`src/rtl/apb_slave_mux.sv`:
```
// APB bridge that decodes one upstream request onto one of NSLV downstream slaves.
// Unmapped addresses and slaves that stall past TIMEOUT are answered with an error response.
module apb_slave_mux #(
    parameter int NSLV       = 4,
    parameter int ADDR_WIDTH = 32,
    parameter int DATA_WIDTH = 32,
    parameter logic [NSLV*ADDR_WIDTH-1:0] SLV_BASE =
        {32'h0000_3000, 32'h0000_2000, 32'h0000_1000, 32'h0000_0000},
    parameter logic [NSLV*ADDR_WIDTH-1:0] SLV_MASK = {4{32'hFFFF_F000}},
    parameter int TIMEOUT    = 255
) (
    input  logic                       ACLK,
    input  logic                       ARESETn,
    input  logic                       req_psel_i,
    input  logic                       req_penable_i,
    input  logic                       req_pwrite_i,
    input  logic [ADDR_WIDTH-1:0]      req_paddr_i,
    input  logic [DATA_WIDTH-1:0]      req_pwdata_i,
    output logic [DATA_WIDTH-1:0]      req_prdata_o,
    output logic                       req_pready_o,
    output logic                       req_pslverr_o,
    output logic [NSLV-1:0]            PSEL_o,
    output logic                       PENABLE_o,
    output logic                       PWRITE_o,
    output logic [ADDR_WIDTH-1:0]      PADDR_o,
    output logic [DATA_WIDTH-1:0]      PWDATA_o,
    input  logic [NSLV*DATA_WIDTH-1:0] PRDATA_i,
    input  logic [NSLV-1:0]            PREADY_i,
    input  logic [NSLV-1:0]            PSLVERR_i,
    output logic [7:0]                 err_cnt_o
);

    localparam int         IDX_W     = (NSLV > 1) ? $clog2(NSLV) : 1;
    localparam logic [7:0] WAIT_LAST = 8'(TIMEOUT - 1);

    typedef enum logic [1:0] {IDLE, SETUP, ACCESS, RESP} state_t;

    state_t                 state, state_next;
    logic [IDX_W-1:0]       sel_idx, hit_idx;
    logic                   hit;
    logic [7:0]             wait_cnt;
    logic                   resp_err;

    logic                   latch_req, cap, cap_err, cnt_clr, cnt_inc;
    logic [DATA_WIDTH-1:0]  cap_data;
    logic                   sel_ready, sel_err;
    logic [DATA_WIDTH-1:0]  sel_rdata;

    // The upstream select carries no information beyond req_penable_i here.
    logic unused_psel;
    assign unused_psel = req_psel_i;

    // Scan from the top down so the lowest matching slave index is the one kept.
    always_comb begin
        hit     = 1'b0;
        hit_idx = '0;
        for (int k = NSLV - 1; k >= 0; k--) begin
            if ((req_paddr_i & SLV_MASK[k*ADDR_WIDTH +: ADDR_WIDTH]) ==
                SLV_BASE[k*ADDR_WIDTH +: ADDR_WIDTH]) begin
                hit     = 1'b1;
                hit_idx = IDX_W'(k);
            end
        end
    end

    assign sel_ready = PREADY_i[sel_idx];
    assign sel_err   = PSLVERR_i[sel_idx];
    assign sel_rdata = PRDATA_i[sel_idx*DATA_WIDTH +: DATA_WIDTH];

    always_comb begin
        state_next = state;
        latch_req  = 1'b0;
        cap        = 1'b0;
        cap_err    = 1'b0;
        cap_data   = '0;
        cnt_clr    = 1'b0;
        cnt_inc    = 1'b0;
        case (state)
            IDLE: begin
                if (req_penable_i) begin
                    latch_req = 1'b1;
                    if (hit) begin
                        state_next = SETUP;
                    end else begin
                        state_next = RESP;
                        cap        = 1'b1;
                        cap_err    = 1'b1;
                    end
                end
            end
            SETUP: begin
                state_next = ACCESS;
                cnt_clr    = 1'b1;
            end
            ACCESS: begin
                if (sel_ready) begin
                    state_next = RESP;
                    cap        = 1'b1;
                    cap_err    = sel_err;
                    cap_data   = PWRITE_o ? '0 : sel_rdata;
                end else begin
                    cnt_inc = 1'b1;
                    if (wait_cnt == WAIT_LAST) begin
                        state_next = RESP;
                        cap        = 1'b1;
                        cap_err    = 1'b1;
                    end
                end
            end
            RESP: state_next = IDLE;
            default: state_next = IDLE;
        endcase
    end

    always_ff @(posedge ACLK or negedge ARESETn) begin
        if (!ARESETn) begin
            state        <= IDLE;
            sel_idx      <= '0;
            PWRITE_o     <= 1'b0;
            PADDR_o      <= '0;
            PWDATA_o     <= '0;
            wait_cnt     <= '0;
            req_prdata_o <= '0;
            resp_err     <= 1'b0;
            err_cnt_o    <= '0;
        end else begin
            state <= state_next;
            if (latch_req) begin
                sel_idx  <= hit_idx;
                PWRITE_o <= req_pwrite_i;
                PADDR_o  <= req_paddr_i;
                PWDATA_o <= req_pwdata_i;
            end
            if (cnt_clr) begin
                wait_cnt <= '0;
            end else if (cnt_inc) begin
                wait_cnt <= wait_cnt + 8'd1;
            end
            if (cap) begin
                req_prdata_o <= cap_data;
                resp_err     <= cap_err;
            end
            if (state == RESP && resp_err && err_cnt_o != 8'hFF) begin
                err_cnt_o <= err_cnt_o + 8'd1;
            end
        end
    end

    // Downstream strobes come straight from the state so reset removes them at once.
    always_comb begin
        PSEL_o = '0;
        if (state == SETUP || state == ACCESS) begin
            PSEL_o[sel_idx] = 1'b1;
        end
    end

    assign PENABLE_o     = (state == ACCESS);
    assign req_pready_o  = (state == RESP);
    assign req_pslverr_o = (state == RESP) && resp_err;

endmodule

```
`config.mk`:
```
export PLATFORM = sky130hd
export DESIGN_NAME = apb_slave_mux
export DESIGN_NICKNAME = d
export VERILOG_FILES = /design/src/rtl/apb_slave_mux.sv
export SDC_FILE = /design/constraint.sdc
export NUM_CORES = 1
export LEC_CHECK = 0
export BUFFER_PORTS_ARGS = -buffer_cell sky130_fd_sc_hd__buf_2
export CAP_MARGIN = 20
export CELL_PAD_IN_SITES_DETAIL_PLACEMENT = 1
export CELL_PAD_IN_SITES_GLOBAL_PLACEMENT = 1
export CORE_UTILIZATION = 25
export CTS_BUF_LIST = sky130_fd_sc_hd__clkbuf_4
export CTS_CLUSTER_DIAMETER = 80
export DETAILED_ROUTE_END_ITERATION = 10
export PLACE_DENSITY = 0.71
export RECOVER_POWER = 100
export SLEW_MARGIN = 10
export SYNTH_ARGS = -nofsm -noshare
export SYNTH_HDL_FRONTEND = slang
export SYNTH_SLANG_ARGS = --single-unit
```
`constraint.sdc`:
```
create_clock -name ACLK -period 1.85 [get_ports ACLK]
set_clock_uncertainty 0.1 [all_clocks]
set_input_delay 0.4625 -clock ACLK [delete_from_list [all_inputs] [get_ports ACLK]]
set_output_delay 0.4625 -clock ACLK [all_outputs]
set_load 0.02 [all_outputs]
```
==> results.tsv, run 1 <==
metric	value	unit
clockPowerShare	0.156	
cts_root_buffer	clkbuf_4	
design.core.area	22090	um2
timing.rr.end	state[1]$_DFFE_PN0P_	
fmax	459.0	MHz
synthArstFlopShare	1.000	
track_usage	0.1652	
clkSlewWorstSetupHoldPaths	0.13	ns
numCtsBuffers	17	
cp.arrival	1.62	ns
syn2layout_area_growth	57.53	%
port_buffers	315	
ant_nets	0	
dieArea	23400	um2
cap_violations	0	
tightest_slew	1.144	ns
p_seq_frac	0.349	
ff2ff_setup_slack	-0.07	ns
grt_pass1_wl	29810	um
switching_power	0.005285	W
endpoint_kind	output pin	
cp_max_fo	5	
grt_max_degree	80	
worst_setup_path_start_kind	register	
fin_setup_tns	-2.336	ns
drt_iter0_markers	159	
synth.distinct_cells	41	
slew_headroom	0.2375	
power_density	1397	nW/um2
r2r_start	sel_idx[0]$_DFFE_PN0P_	
syn_area	5698	um2
cp_data_required_time	1.29	ns
p_comb_frac	0.496	
dp.cells	1001	
cts_tree	done	
synth_ff_type	dfrtp_1	
holdWs	0.06099	ns
globalRouteOverflowTotal	0	
syn_avg_cell_area	13.86	um2
nNetsFinal	1005	
whs_path_depth	2	
netSwitchingFraction	0.4215	
die_h	153.0	um
fp-row-count	54	
synthesis.instances	411	
period_minus_slack	2.179	ns
totalWireLength	20020	um
clock_tree.buffer_depth	2	
clkLatencyLatePin	0.54	ns
worstHoldStart	req_pwdata_i[29]	
final_cell_mix	305 x buf_2, 112 x dfrtp_1, 64 x mux2_2	
yosysSeqAreaShare	0.5182	
status	complete, but fails checks	
setup_slack	-0.3287	ns
power	0.01254	W
gp_congestion	0.7296	
grt_pass1_vias	5676	
hold_violations	0	
final_cells	1087	
hold_path.class	in2reg	
drive_gt1_frac	0.6650	
die_width	153.0	um
wl_per_cell	18.41	um
drcViolationCount	0	
synth-edff-count	0	
num_vias	5109	
ff2ff_path_depth	6	
io_pins	317	
intPower	0.007252	W
slew_viol_final	0	
min_period_over_period	1.178	
postLayoutCoreUtil	0.4063	
setup_viol	25	
ir_drop	713.2	uV
yosysWarnings	0	
failed_checks	negative setup slack	
hpwl	13890	um
viasPerCell	4.700	
leakage	4.210	nW
synth_nets	623	
drt_pass1_iterations	4	
worst_hold_path.endpoint	PWDATA_o[29]$_DFFE_PN0P_	
crit_type	reg2out	
initial_core_util	0.2579	
layout_commonest_cell	buf_2	
synth-seq-cells	118	
ctsHtreeMaxLevel	4	
cts_sinks	118	
rsz0062_at_grt	true	
antenna_found_initial	2	
## layout make-up
type	count	area (um2)
multi-input cells	260	2885
inverters	4	17.52
repair buffers	392	2479
diodes	1	2.502
clock inverters	15	153.9
clock buffers	17	127.6
fillers	2418	13120
well taps	280	350.3
flip-flops and latches	118	2960
## synth_stat cells (2+ instances only)
| library cell | instances | area, um2 |
|---|---|---|
| mux2_2 | 64 | 720.7 |
| ha_1 | 7 | 87.58 |
| mux2_1 | 2 | 22.52 |
| and3_1 | 4 | 25.02 |
| o2bb2ai_1 | 32 | 280.3 |
| inv_1 | 3 | 11.26 |
| mux4_2 | 34 | 765.7 |
| clkbuf_1 | 8 | 30.03 |
| buf_1 | 7 | 26.28 |
| nor3b_1 | 2 | 15.01 |
| nor4b_2 | 3 | 45.04 |
| xor2_1 | 3 | 26.28 |
| nor3_1 | 2 | 10.01 |
| nand4_1 | 5 | 31.28 |
| and4_1 | 2 | 17.52 |
| nor2_1 | 16 | 60.06 |
| o21ai_1 | 2 | 10.01 |
| buf_2 | 9 | 45.04 |
| buf_4 | 4 | 30.03 |
| dfrtp_1 | 118 | 2953 |
| a21oi_1 | 5 | 25.02 |
| nand3_1 | 36 | 180.2 |
| nor4_1 | 3 | 18.77 |
| nand2_1 | 15 | 56.30 |
| xnor2_1 | 9 | 78.83 |
## cells by family (layout without fill, tap and decap cells)
family | count (synthesis) | after routing | synth area share
compound gates | 45 | 45 | 0.06324
fa+ha+maj | 7 | 7 | 0.01537
buf+inv | 33 | 428 | 0.02767
other cells | 0 | 1 | 0
flops | 118 | 118 | 0.5182
xor+xnor | 12 | 12 | 0.01845
simple gates | 96 | 96 | 0.09223
mux | 100 | 100 | 0.2648
## power by group through the flow
stage	registers (W)	logic [W]	clock network, W
after global placement	0.00430	0.00540	0
final	0.00437	0.00622	0.00195
after CTS	0.00434	0.00572	0.00204
after floorplan	0.00567	0.00200	0
after detailed placement	0.00437	0.00551	0
after global routing	0.00454	0.00662	0.00214
## metal layers
layer | up-vias | wire [um] | part of all wire | global-route usage
li1 | 2323 | - | - | -
met1 | 2536 | 7908 | 0.40 | 0.1864
met2 | 211 | 10160 | 0.51 | 0.2848
met3 | 37 | 1404 | 0.070 | 0.05245
met4 | 2 | 526 | 0.026 | 0.07456
met5 | - | 17 | 0.00085 | 0
## critical path, stage by stage, from the launching register on
cell and delay, ns:
dfrtp_1 0.43, inv_2 0.10, ha_4 0.22, and3_1 0.20, buf_6 0.13
## timing repair
action,in CTS,in global routing
pin swaps,2,26
resized for setup,19,54
setup endpoints to repair,41,47
gates cloned,0,6
endpoints found under the hold margin,149,6
buffers inserted,4,7
hold buffers,32,6
## stage by stage
| stage | worst slack, ns | instance area [um2] |
|---|---|---|
| final | -0.3287 | 8976 |
| after global routing | -0.4490 | 8976 |
| after floorplan | 0.02156 | 5705 |
| after CTS | -0.3780 | 8502 |
| after detailed placement | -0.1860 | 7789 |
| after global placement | -0.1425 | 7789 |
## worst max path at each step
stage	from	slack [ns]	end
6_report	state[0]$_DFFE_PN0P_	-0.33	PSEL_o[3]
5_1_grt	state[0]$_DFFE_PN0P_	-0.45	PSEL_o[0]
4_1_cts	state[0]$_DFFE_PN0P_	-0.38	PSEL_o[0]
3_5_place_dp	PREADY_i[3]	-0.19	req_prdata_o[29]$_DFFE_PN0P_
3_3_place_gp	req_paddr_i[17]	-0.14	state[1]$_DFFE_PN0P_
2_1_floorplan	sel_idx[1]$_DFFE_PN0P_	0.02	PSEL_o[2]
## registers in the layout, summed over array words and instances (netlist names)
register      cells
state             2
req_prdata_o     32
sel_idx           2
resp_err          1
PWDATA_o         32
wait_cnt          8
PADDR_o          32
PWRITE_o          1
err_cnt_o         8
(Power assumes the default switching activity.)
==> run 2, diff against run 1 <==
--- a/config.mk
+++ b/config.mk
@@ -9,11 +9,11 @@
 export CAP_MARGIN = 20
 export CELL_PAD_IN_SITES_DETAIL_PLACEMENT = 1
 export CELL_PAD_IN_SITES_GLOBAL_PLACEMENT = 1
-export CORE_UTILIZATION = 25
+export CORE_UTILIZATION = 31
 export CTS_BUF_LIST = sky130_fd_sc_hd__clkbuf_4
 export CTS_CLUSTER_DIAMETER = 80
 export DETAILED_ROUTE_END_ITERATION = 10
-export PLACE_DENSITY = 0.71
+export PLACE_DENSITY = 0.84
 export RECOVER_POWER = 100
 export SLEW_MARGIN = 10
 export SYNTH_ARGS = -nofsm -noshare
==> run 2 against run 1 <==
Against the previous run: the flow still finishes with violations (negative setup slack); via count increased by 0.16%; hold slack improved by 0.0020 ns; cell count down 7.5%; die area is 19% lower; register-to-register slack got worse by 0.21 ns; sequential cell count unchanged; critical path depth grew 1; global-route usage is 4.3 points higher; total power rose by 3.9%; final area fell by 1.2%; non-clock buffer count down 31; combinational power is 6.9% higher; critical endpoint unchanged; highest routed layer is now met4.
==> results.tsv, run 2 (synthesis gave the netlist of run 1 again) <==
metric	value	unit	change
drive_gt1_frac	0.7216		was 0.6650
drt_iter0_markers	113		was 159
r2r_start	sel_idx[0]$_DFFE_PN0P_		unchanged
initial_core_util	0.3172		was 0.2579
dieArea	18930	um2	was 23400 um2
worstHoldStart	req_paddr_i[2]		was req_pwdata_i[29]
slew_headroom	0.3873		was 0.2375
design.core.area	17960	um2	was 22090 um2
die_h	137.6	um	was 153.0 um
failed_checks	negative setup slack		unchanged
rsz0062_at_grt	true		unchanged
timing.rr.end	req_prdata_o[29]$_DFFE_PN0P_		was state[1]$_DFFE_PN0P_
hpwl	14090	um	was 13890 um
clock_tree.buffer_depth	2		unchanged
endpoint_kind	output pin		unchanged
ff2ff_setup_slack	-0.28	ns	was -0.07 ns
dp_worst_setup_slack	-0.2061	ns	was -0.1860 ns
port_buffers	315		unchanged
cts_root_buffer	clkbuf_4		unchanged
cp_max_fo	3		was 5
ctsHtreeMaxLevel	4		unchanged
totalWireLength	20500	um	was 20020 um
clkLatencyLatePin	0.52	ns	was 0.54 ns
dp.cells	950		was 1001
crit_path_end	PSEL_o[3]		unchanged
setup_slack	-0.3545	ns	was -0.3287 ns
die_width	137.6	um	was 153.0 um
register_area	2955	um2	was 2960 um2
syn2layout_area_growth	55.62	%	was 57.53%
gp_congestion	0.7750		was 0.7296
status	complete, but fails checks		unchanged
wl_per_cell	20.38	um	was 18.41 um
grt_pass1_vias	5556		was 5676
tightest_slew	0.9190	ns	was 1.144 ns
numCtsBuffers	17		unchanged
min_period_over_period	1.192		was 1.178
track_usage	0.2077		was 0.1652
cp_data_required_time	1.29	ns	about the same
postLayoutCoreUtil	0.4936		was 0.4063
nNetsFinal	975		was 1005
ant_nets	0		unchanged
grt_max_degree	67		was 80
fp-row-count	49		was 54
hold_path.class	in2reg		unchanged
io_pins	317		unchanged
reg.largest.list	PADDR_o x32, PWDATA_o x32, req_prdata_o x32		unchanged
clkSlewWorstSetupHoldPaths	0.12	ns	was 0.13 ns
ir_drop	815.2	uV	was 713.2 uV
worst_setup_path_start_kind	register		unchanged
drt_pass1_iterations	4		unchanged
viasPerCell	5.086		was 4.700
fmax	453.6	MHz	was 459.0 MHz
cp-startpoint	state[0]$_DFFE_PN0P_		unchanged
fillers	1964		was 2418
period_minus_slack	2.205	ns	was 2.179 ns
grt_pass1_wl	29140	um	was 29810 um
setup_viol	59		was 25
leakage	4.176	nW	was 4.210 nW
final_cells	1006		was 1087
power_density	1469	nW/um2	was 1397 nW/um2
crit_type	reg2out		unchanged
multi_input_comb_area	3114	um2	was 2885 um2
cp.arrival	1.64	ns	was 1.62 ns
whs_path_depth	2		unchanged
antenna_found_initial	1		was 2
drcViolationCount	0		unchanged
globalRouteOverflowTotal	0		unchanged
layout_commonest_cell	buf_2		unchanged
num_vias	5117		was 5109
cts_sinks	118		unchanged
cap_violations	0		unchanged
cts_tree	done		unchanged
hold_violations	0		unchanged
final_cell_mix	306 x buf_2, 116 x dfrtp_1, 64 x mux2_2		was 305 x buf_2, 112 x dfrtp_1, 64 x mux2_2
slew_viol_final	0		unchanged
ff2ff_path_depth	6		unchanged
-- run 2: cell count changes in the layout (fill, tap and decap cells not counted), moves of 9 or more --
cell | previous run | this run
dlygate4sd3_1 | 38 | 4
nand3_1 | 32 | 21
nand3_2 | 4 | 15
o2bb2ai_1 | 15 | 1
o2bb2ai_2 | 16 | 25
-- run 2: metal layers --
metal	vias up	GRT usage	wire length, um
li1	2276	-	-
met1	2575	0.2339	7501
met2	238	0.3671	10860
met3	28	0.06144	1707
met4	0	0.07937	427
met5	-	0	0
-- run 2: repair_timing --
item,4_1_cts,5_1_grt
setup buffers,9,8
hold buffers,4,0
cloned,5,3
setup endpoints to repair,48,50
pin swaps,33,27
hold endpoints to repair,121,0
resized for setup,53,63
-- run 2: layout make-up --
type                       instances  area share
tap                              229     0.03231
timing repair buffer             361      0.2481
sequential                       118      0.3333
inverter                           4    0.001693
clock buffer                      18     0.01524
multi-input combinational        261      0.3512
clock inverter                    14     0.01792
antenna                            1   0.0002822
-- run 2: worst max-delay path, cell delays in order, from the launching register on --
cell and delay [ns]:
dfrtp_1 0.41, inv_2 0.09, ha_4 0.22, buf_6 0.12
and3_4 0.17, buf_6 0.12
-- run 2: how the worst min path moves through the flow --
stage / endpoint / slack (ns)
6_report: PADDR_o[2]$_DFFE_PN0P_ / 0.06
2_1_floorplan: PADDR_o[0]$_DFFE_PN0P_ / 0.07
3_5_place_dp: err_cnt_o[4]$_DFFE_PN0P_ / 0.39
5_1_grt: PWDATA_o[5]$_DFFE_PN0P_ / 0.006
3_3_place_gp: PADDR_o[13]$_DFFE_PN0P_ / 0.36
4_1_cts: PWDATA_o[30]$_DFFE_PN0P_ / 0.002
-- run 2: power breakdown --
part | switching, W | internal, W | leakage (nW) | total (W)
registers | 0.000680 | 0.00371 | 1.47 | 0.00439
logic | 0.00370 | 0.00295 | 2.56 | 0.00665
clock network | 0.00105 | 0.000938 | 0.147 | 0.00199
total | 0.00543 | 0.00759 | 4.18 | 0.0130
-- run 2: stage by stage --
step	total power, W	setup TNS (ns)	area [um2]	hold slack, ns
3_5_place_dp	0.01003	-6.537	7741	0.3869
2_1_floorplan	0.007667	0	5705	0.06691
3_3_place_gp	0.009789	-4.914	7741	0.3593
4_1_cts	0.01267	-3.846	8509	0.001542
6_report	0.01303	-8.598	8867	0.06295
5_1_grt	0.01377	-13.30	8867	0.006038
==> run 3, diff against run 2 <==
--- a/config.mk
+++ b/config.mk
@@ -13,6 +13,7 @@
 export CTS_BUF_LIST = sky130_fd_sc_hd__clkbuf_4
 export CTS_CLUSTER_DIAMETER = 80
 export DETAILED_ROUTE_END_ITERATION = 10
+export HOLD_SLACK_MARGIN = 0.08
 export PLACE_DENSITY = 0.84
 export RECOVER_POWER = 100
 export SLEW_MARGIN = 10
==> run 3 against run 2 <==
Against the previous run: the flow still finishes with violations (negative setup slack); global-route usage up 2.7 points; via count rose by 5.6%; cell count rose by 6.1%; utilization grew 3.1 points; die area unchanged; critical path depth grew 1; first-iteration DRC count is 29% higher; critical path type unchanged.
==> results.tsv, run 3 (synthesis gave the netlist of run 1 again) <==
metric	value	unit	change
status	complete, but fails checks		unchanged
failed_checks	negative setup slack		unchanged
intPower	0.007635	W	was 0.007593 W
drcViolationCount	0		unchanged
final_cell_mix	306 x buf_2, 116 x dfrtp_1, 65 x dlygate4sd3_1		was 306 x buf_2, 116 x dfrtp_1, 64 x mux2_2
cts_sinks	118		unchanged
dp_worst_setup_slack	-0.2061	ns	unchanged
design.core.area	17960	um2	unchanged
fp-row-count	49		unchanged
layout_commonest_cell	buf_2		unchanged
ctsHtreeMaxLevel	4		unchanged
cp_data_required_time	1.29	ns	about the same
holdWs	0.1574	ns	was 0.06295 ns
globalRouteOverflowTotal	0		unchanged
endpoint_kind	output pin		unchanged
dieArea	18930	um2	unchanged
switching_power	0.005623	W	was 0.005434 W
grt_pass1_vias	6053		was 5556
period_minus_slack	2.228	ns	was 2.205 ns
port_buffers	315		unchanged
numCtsBuffers	17		unchanged
hpwl	14090	um	unchanged
ant_nets	0		unchanged
drt_iter0_markers	146		was 113
gp_congestion	0.7750		unchanged
tightest_slew	0.9244	ns	was 0.9190 ns
syn2layout_area_growth	65.31	%	was 55.62%
grt_pass1_wl	32920	um	was 29140 um
slew_viol_final	0		unchanged
final_cells	1067		was 1006
antenna_found_initial	1		unchanged
leakage	4.408	nW	was 4.176 nW
io_pins	317		unchanged
die_width	137.6	um	unchanged
fmax	448.8	MHz	was 453.6 MHz
viasPerCell	5.067		was 5.086
slew_headroom	0.3837		was 0.3873
rsz0062_at_grt	true		unchanged
cp_max_fo	3		unchanged
setup_slack	-0.3783	ns	was -0.3545 ns
totalWireLength	22740	um	was 20500 um
netSwitchingFraction	0.4241		was 0.4171
cap_violations	0		unchanged
nNetsFinal	1036		was 975
drive_gt1_frac	0.6679		was 0.7216
cts_root_buffer	clkbuf_4		unchanged
postLayoutCoreUtil	0.5243		was 0.4936
drt_pass1_iterations	4		unchanged
cts_tree	done		unchanged
clkSlewWorstSetupHoldPaths	0.12	ns	about the same
power_density	1408	nW/um2	was 1469 nW/um2
min_period_over_period	1.204		was 1.192
ir_drop	770.4	uV	was 815.2 uV
clock_tree.buffer_depth	2		unchanged
worst_setup_path_start_kind	register		unchanged
hold_violations	0		unchanged
track_usage	0.2351		was 0.2077
cp.arrival	1.67	ns	was 1.64 ns
die_h	137.6	um	unchanged
grt_max_degree	67		unchanged
num_vias	5406		was 5117
p_seq_frac	0.337		about the same
clockPowerShare	0.152		was 0.153
setup_viol	59		unchanged
initial_core_util	0.3172		unchanged
hold_path.class	in2reg		unchanged
reg.largest.list	PADDR_o x32, PWDATA_o x32, req_prdata_o x32		unchanged
p_comb_frac	0.511		about the same
crit_type	reg2out		unchanged
wl_per_cell	21.31	um	was 20.38 um
dp.cells	950		unchanged
clkLatencyLatePin	0.53	ns	was 0.52 ns
## run 3: cell type report
cell class | count | area, um2
Fill cell | 1941 | 8544
Multi-Input combinational cell | 261 | 3040
Sequential cell | 118 | 2955
Timing Repair Buffer | 422 | 2825
Tap cell | 229 | 286.5
Clock inverter | 14 | 158.9
Clock buffer | 18 | 135.1
Inverter | 4 | 15.01
Antenna cell | 1 | 2.502
## run 3: per-layer routing
metal  part of all wire  up-vias  GRT usage
met2               0.53      249     0.4271
li1                   -     2395          -
met3              0.077       42    0.06402
met5                  0        -          0
met1               0.36     2720     0.2565
met4              0.028        0    0.09524
## run 3: final timing paths
kind / from / to / slack, ns / cells past startpoint
min in group asynchronous: ARESETn / err_cnt_o[4]$_DFFE_PN0P_ / 0.58 / 3
hold reg to reg: PWDATA_o[7]$_DFFE_PN0P_ / PWDATA_o[7]$_DFFE_PN0P_ / 0.41 / 1
setup / recovery: state[0]$_DFFE_PN0P_ / PSEL_o[2] / -0.38 / 6
max in group asynchronous: ARESETn / PWRITE_o$_DFFE_PN0P_ / 0.34 / 3
hold / removal: req_penable_i / PADDR_o[12]$_DFFE_PN0P_ / 0.16 / 3
setup reg to reg: sel_idx[0]$_DFFE_PN0P_ / state[1]$_DFFE_PN0P_ / -0.17 / 6
## run 3: stage by stage
step / TNS, ns / cell area [um2] / power (W)
floorplan: 0 / 5705 / 0.007667
global placement: -4.914 / 7741 / 0.009789
detailed placement: -6.537 / 7741 / 0.01003
CTS: -3.846 / 9120 / 0.01277
global route: -10.12 / 9419 / 0.01398
finish: -6.184 / 9419 / 0.01326
## run 3: timing repair
item | 4_1_cts | 5_1_grt
hold buffers | 65 | 0
gates resized for setup | 53 | 55
setup endpoints to repair | 48 | 50
hold endpoints to repair | 182 | 0
setup buffers | 9 | 7
pin swaps | 33 | 20
gates cloned | 5 | 3
## run 3: critical path, stage by stage (launching register included)
cell	delay [ns]
dfrtp_1	0.38
inv_2	0.06
ha_4	0.28
buf_6	0.11
nand2_2	0.05
nor2_2	0.13
buf_6	0.13
## run 3: power groups by stage
stage	logic, W	registers [W]	clock network (W)
2_1_floorplan	0.00200	0.00567	0
6_report	0.00678	0.00447	0.00201
4_1_cts	0.00634	0.00437	0.00206
3_5_place_dp	0.00564	0.00439	0
5_1_grt	0.00722	0.00460	0.00216
3_3_place_gp	0.00548	0.00431	0
